`src/rtl/pll_clk_supervisor_if.sv`:
```
// pll_clk_supervisor_if: signal bundle between the PLL clock supervisor and
// the logic that consumes its reset/ready/strobe outputs.
//   pll_locked  raw PLL lock (asynchronous to the core clock)
//   loss_clr    synchronous clear of lock_lost / loss_count
//   rst_out_n   registered core reset, active low
//   ready       supervisor is in RUN
//   en          one-cycle clock-enable strobes, one per channel
//   lock_lost   sticky lock-loss flag
//   loss_count  saturating lock-loss count
// master: drives pll_locked/loss_clr and observes the rest.
// slave:  the supervisor itself.
interface pll_clk_supervisor_if #(
    parameter int NUM_CH = 2,
    parameter int LOSS_W = 8
);
    logic              pll_locked;
    logic              loss_clr;
    logic              rst_out_n;
    logic              ready;
    logic [NUM_CH-1:0] en;
    logic              lock_lost;
    logic [LOSS_W-1:0] loss_count;

    modport master (
        output pll_locked, loss_clr,
        input  rst_out_n, ready, en, lock_lost, loss_count
    );

    modport slave (
        input  pll_locked, loss_clr,
        output rst_out_n, ready, en, lock_lost, loss_count
    );
endinterface

```
`src/rtl/pll_clk_supervisor.sv`:
```
// pll_clk_supervisor: synchronises the PLL lock, sequences the core reset
// (WAIT_LOCK -> STABILISE -> RELEASE -> RUN), counts lock losses seen in RUN
// and produces NUM_CH divided clock-enable strobes while in RUN.
//   clock_in  core clock (PLL output)
//   resetn    asynchronous active-low reset
//   sup       pll_clk_supervisor_if slave modport (lock in, reset/ready/
//             strobes/loss status out)

// One strobe channel. run_nxt is the supervisor's next-cycle RUN indication,
// so en is registered and lines up with the cycles where ready is high.
module pll_clk_en_ch #(
    parameter int               CNT_W = 16,
    parameter logic [CNT_W-1:0] DIV   = CNT_W'(60)
) (
    input  logic clock_in,
    input  logic resetn,
    input  logic run_nxt,
    output logic en
);
    localparam logic             FAST = (DIV <= CNT_W'(1));
    localparam logic [CNT_W-1:0] LAST = DIV - CNT_W'(1);

    logic [CNT_W-1:0] c;
    logic             hit;

    // c holds the number of RUN cycles already elapsed (mod DIV) when the
    // next edge is evaluated, so the strobe lands in RUN cycle DIV.
    assign hit = FAST || (c == LAST);

    always_ff @(posedge clock_in or negedge resetn) begin
        if (!resetn) begin
            c  <= '0;
            en <= 1'b0;
        end else begin
            en <= run_nxt & hit;
            if (!run_nxt || hit) c <= '0;
            else                 c <= c + 1'b1;
        end
    end
endmodule

module pll_clk_supervisor #(
    parameter int                     NUM_CH      = 2,
    parameter int                     CNT_W       = 16,
    parameter logic [NUM_CH*CNT_W-1:0] DIVS       = {16'd60000, 16'd60},
    parameter int                     LOCK_STABLE = 256,
    parameter int                     RST_HOLD    = 16,
    parameter int                     LOSS_W      = 8
) (
    input  logic               clock_in,
    input  logic               resetn,
    pll_clk_supervisor_if.slave sup
);
    typedef enum logic [1:0] {WAIT_LOCK, STABILISE, RELEASE, RUN} state_t;

    // One counter serves both the stability window and the reset hold.
    localparam int             MAXC     = (LOCK_STABLE > RST_HOLD) ? LOCK_STABLE : RST_HOLD;
    localparam int             CW       = $clog2(MAXC + 1);
    localparam logic [CW-1:0]  STAB_END = CW'(LOCK_STABLE - 1);
    localparam logic [CW-1:0]  HOLD_END = CW'(RST_HOLD - 1);

    state_t            state, state_nxt;
    logic [CW-1:0]     cnt, cnt_nxt;
    logic [1:0]        sync;
    logic              lock_s;
    logic              rst_q, ready_q;
    logic              lost_q, lost_nxt;
    logic [LOSS_W-1:0] loss_q, loss_nxt;
    logic              run_nxt;

    assign lock_s = sync[1];

    always_ff @(posedge clock_in or negedge resetn) begin
        if (!resetn) begin
            sync    <= 2'b00;
            state   <= WAIT_LOCK;
            cnt     <= '0;
            rst_q   <= 1'b0;
            ready_q <= 1'b0;
            lost_q  <= 1'b0;
            loss_q  <= '0;
        end else begin
            sync    <= {sync[0], sup.pll_locked};
            state   <= state_nxt;
            cnt     <= cnt_nxt;
            // Outputs come from next-state so they change on the same edge
            // as the state itself.
            rst_q   <= (state_nxt == RELEASE) || (state_nxt == RUN);
            ready_q <= (state_nxt == RUN);
            lost_q  <= lost_nxt;
            loss_q  <= loss_nxt;
        end
    end

    always_comb begin
        state_nxt = state;
        cnt_nxt   = cnt;
        lost_nxt  = lost_q;
        loss_nxt  = loss_q;
        case (state)
            WAIT_LOCK: begin
                if (lock_s) begin
                    state_nxt = STABILISE;
                    cnt_nxt   = '0;
                end
            end
            STABILISE: begin
                if (!lock_s) begin
                    state_nxt = WAIT_LOCK;
                end else if (cnt == STAB_END) begin
                    state_nxt = RELEASE;
                    cnt_nxt   = '0;
                end else begin
                    cnt_nxt = cnt + 1'b1;
                end
            end
            RELEASE: begin
                if (!lock_s) begin
                    state_nxt = WAIT_LOCK;
                end else if (cnt == HOLD_END) begin
                    state_nxt = RUN;
                    cnt_nxt   = '0;
                end else begin
                    cnt_nxt = cnt + 1'b1;
                end
            end
            RUN: begin
                if (!lock_s) state_nxt = WAIT_LOCK;
            end
            default: state_nxt = WAIT_LOCK;
        endcase

        // A loss on the same cycle as a clear wins: flag set, count restarts at 1.
        if ((state == RUN) && !lock_s) begin
            lost_nxt = 1'b1;
            if (sup.loss_clr)   loss_nxt = LOSS_W'(1);
            else if (!(&loss_q)) loss_nxt = loss_q + 1'b1;
        end else if (sup.loss_clr) begin
            lost_nxt = 1'b0;
            loss_nxt = '0;
        end
    end

    assign run_nxt = (state_nxt == RUN);

    for (genvar i = 0; i < NUM_CH; i++) begin : g_ch
        pll_clk_en_ch #(
            .CNT_W (CNT_W),
            .DIV   (DIVS[i*CNT_W +: CNT_W])
        ) u_ch (
            .clock_in (clock_in),
            .resetn   (resetn),
            .run_nxt  (run_nxt),
            .en       (sup.en[i])
        );
    end

    assign sup.rst_out_n  = rst_q;
    assign sup.ready      = ready_q;
    assign sup.lock_lost  = lost_q;
    assign sup.loss_count = loss_q;
endmodule

```
`src/flat_wrapper.sv`:
```
// flat-port wrapper written by rule: the top's interface ports become plain ports
module pll_clk_supervisor_flat 
#(
    parameter int                     NUM_CH      = 2,
    parameter int                     CNT_W       = 16,
    parameter logic [NUM_CH*CNT_W-1:0] DIVS       = {16'd60000, 16'd60},
    parameter int                     LOCK_STABLE = 256,
    parameter int                     RST_HOLD    = 16,
    parameter int                     LOSS_W      = 8
)
  (clock_in, resetn, sup_pll_locked, sup_loss_clr, sup_rst_out_n, sup_ready, sup_en, sup_lock_lost, sup_loss_count);
  pll_clk_supervisor_if #(.NUM_CH(NUM_CH), .LOSS_W(LOSS_W)) sup_i ();
  input  logic clock_in;
  input  logic resetn;
  input wire logic [$bits(sup_i.pll_locked)-1:0] sup_pll_locked;
  input wire logic [$bits(sup_i.loss_clr)-1:0] sup_loss_clr;
  output wire logic [$bits(sup_i.rst_out_n)-1:0] sup_rst_out_n;
  output wire logic [$bits(sup_i.ready)-1:0] sup_ready;
  output wire logic [$bits(sup_i.en)-1:0] sup_en;
  output wire logic [$bits(sup_i.lock_lost)-1:0] sup_lock_lost;
  output wire logic [$bits(sup_i.loss_count)-1:0] sup_loss_count;
  assign sup_i.pll_locked = sup_pll_locked;
  assign sup_i.loss_clr = sup_loss_clr;
  assign sup_rst_out_n = sup_i.rst_out_n;
  assign sup_ready = sup_i.ready;
  assign sup_en = sup_i.en;
  assign sup_lock_lost = sup_i.lock_lost;
  assign sup_loss_count = sup_i.loss_count;
  pll_clk_supervisor #(.NUM_CH(NUM_CH), .CNT_W(CNT_W), .DIVS(DIVS), .LOCK_STABLE(LOCK_STABLE), .RST_HOLD(RST_HOLD), .LOSS_W(LOSS_W)) u_core (.clock_in(clock_in), .resetn(resetn), .sup(sup_i));
endmodule
```
`config.mk`:
```
export PLATFORM = sky130hd
export DESIGN_NAME = pll_clk_supervisor_flat
export DESIGN_NICKNAME = d
export VERILOG_FILES = /design/src/rtl/pll_clk_supervisor_if.sv /design/src/rtl/pll_clk_supervisor.sv /design/src/flat_wrapper.sv
export SDC_FILE = /design/constraint.sdc
export NUM_CORES = 1
export LEC_CHECK = 0
export ABC_AREA = 1
export CAP_MARGIN = 20
export CORE_ASPECT_RATIO = 1.25
export CORE_UTILIZATION = 30
export CTS_BUF_LIST = sky130_fd_sc_hd__clkbuf_4
export DETAILED_ROUTE_END_ITERATION = 16
export MAX_ROUTING_LAYER = met4
export PLACE_DENSITY = 0.51
export SLEW_MARGIN = 0
export SYNTH_ARGS = -nofsm -noshare
export SYNTH_HDL_FRONTEND = slang
export SYNTH_HIERARCHICAL = 1
export SYNTH_SLANG_ARGS = --single-unit
```
`constraint.sdc`:
```
create_clock -name clock_in -period 6 [get_ports clock_in]
set_clock_uncertainty 0.15 [all_clocks]
set_input_delay 1.2 -clock clock_in [delete_from_list [all_inputs] [get_ports clock_in]]
set_output_delay 1.2 -clock clock_in [all_outputs]
set_load 0.02 [all_outputs]
```
==> qor.csv <==
metric,value,unit
synth_cells,430,
critPathKind,register to primary output,
synth_top_area_share,43.3,%
power,0.711,mW
clk_pin_slew_worst_paths,0.09,ns
slew_headroom,51.7,%
drc,0,
cts_buffers,9,
synth_area_leaders,"dfrtp_1 (43%), nand2_1 (12%), nor2_1 (8.3%)",
final_nets,471,
grt_pass1_vias,2627,
slowest_delay,0.65,ns
dp_slack,3.49,ns
final-hold-violation-count,0,
fmax,345,MHz
setup_violations,0,
rsz0062_at_grt,no,
synth_common_cells,"nand2_1 (103), nor2_1 (73), dfrtp_1 (57), inv_1 (49), nand3_1 (23)",
antenna_found_initial,0,
worst-path-buf-inv,1,
final_cells,591,
finalCriticalPeriod,2.90,ns
finalWirelength,6.69,mm
fin_area,3680,um^2
slew_viol_final,0,
ys_warn_count,6,
ys_seq_elements,57,
dp_cells,577,
dieHeight,119,um
yosysMostFrequentCell,nand2_1,
io_pins,17,
grt_max_degree,58,
initial_core_util,31.0,%
critical_path_peak_fanout,7,
ys_seq_area_share,43.3,%
insertion_delay,0.40,ns
timing.hold.ws,0.238,ns
maxCapViolations,0,
drt_first_iter_violations,137,
cts_max_level,3,
synthFlopType,dfrtp_1,
cts_num_sinks,57,
worst_path_max_delay_cell,clkdlybuf4s50_1,
antenna_left,0,
clockBufferDepth,2,
syn2layout_area_growth,11.9,%
path_cells,clkdlybuf4s50_1,
grt_pass1_wl,11.7,mm
port_buffers,16,
ctsResizeCount,0,
fillers,1145,
coreArea,10600,um^2
cellLeakagePower,1.53,nW
cts_setup_buffers,0,
placed_area,3590,um^2
core.rowCount,42,
yosysUniqueCellTypes,30,
die-area,11400,um^2
hp-class,register to register,
root_buffer,clkbuf_4,
min_period_over_period,48.3,%
cts_tree,yes,
ir_drop,0.0000560,V
first_pass_iters,4,
grt.total_usage,13.7,%
drive_gt1_share,11.8,%
wire_per_inst,11.3,um
cp-start-kind,register,
fin_ws,3.10,ns
dp_hpwl,4.82,mm
final_util,34.7,%
die_w,95.7,um
yosysTopAreaCell,dfrtp_1,
async_reset_ff_share,100,%
syn-mean-instance-area,7.66,um^2
worst_setup_path_end_kind,primary output,
via_per_inst,4.60,
synth_nets,445,
p_per_area,193,nW/um^2
cp_top_family,buffers and inverters,
crit_arrival,1.55,ns
fin_setup_tns,0,ns
synth_edf_count,0,
grt_overflow_total,0,
outcome,"finished, final reports clean",
tightest_slew,0.724,ns
required,4.65,ns
vias,2717,
syn_area,3290,um^2
ctsHoldBuffers,0,
gp_congestion,0.847,
==> where the power goes <==
part	total, mW	internal [mW]	switching [mW]
clock network	0.209	0.0791	0.130
registers	0.400	0.392	0.00855
logic	0.102	0.0293	0.0726
total	0.711	0.500	0.211
==> kinds of logic after synthesis <==
group	share of synthesized area, %
xor+xnor	4.26
flops	43.3
fa+ha+maj	4.18
compound gates	5.55
simple gates	35.9
buf+inv	6.84
==> cell usage in the layout (no fill, tap or decap), types with 9 or more instances in the layout <==
master	count
nor2_1	73
ha_1	11
nand3_1	23
inv_1	49
a21oi_1	9
xor2_1	12
dfrtp_1	57
clkbuf_4	10
nand2_2	14
nor2_2	16
nand2_1	103
clkdlybuf4s50_1	15
o21ai_0	11
nand4_1	14
==> per-layer routing <==
layer / up-vias / track usage (%) / part of all wire (%)
li1: 1407 / - / -
met1: 1257 / 17.1 / 46
met4: 0 / 7.74 / 2.9
met2: 38 / 20.9 / 49
met3: 15 / 1.92 / 2.2
met5: - / - / 0
==> layout make-up <==
class	instances	area, um^2	share of cell area, %
diodes	1	2.50	0.0679
clock buffers	10	75.1	2.04
clock inverters	3	11.3	0.306
inverters	53	199	5.40
multi-input cells	318	1640	44.6
flip-flops and latches	57	1430	38.7
well taps	132	165	4.48
repair buffers	17	163	4.42
==> path summary, 6_finish.rpt <==
check | slack [ns] | from | end | cells after the start
setup / recovery | 3.10 | u_core/sup.rst_out_n$_DFF_PN0_ | sup_rst_out_n | 1
hold reg to reg | 0.24 | u_core/sync[0]$_DFF_PN0_ | u_core/sync[1]$_DFF_PN0_ | 0
setup reg to reg | 3.51 | u_core/cnt[0]$_DFFE_PN0P_ | u_core/g_ch[1].u_ch/c[10]$_DFF_PN0_ | 15
max in group asynchronous | 4.44 | resetn | u_core/sup.loss_count[4]$_DFFE_PN0P_ | 2
hold / removal | 0.24 | u_core/sync[0]$_DFF_PN0_ | u_core/sync[1]$_DFF_PN0_ | 0
min in group asynchronous | 0.79 | resetn | u_core/g_ch[0].u_ch/c[9]$_DFF_PN0_ | 2
==> registers in the layout, indices dropped and copies added (netlist names), 2 cells and up <==
signal,flops
u_core/g_ch.u_ch/c,32
u_core/g_ch.u_ch/en,2
u_core/sync,2
u_core/cnt,9
u_core/sup.loss_count,8
Power figures use the tool's default switching activity.
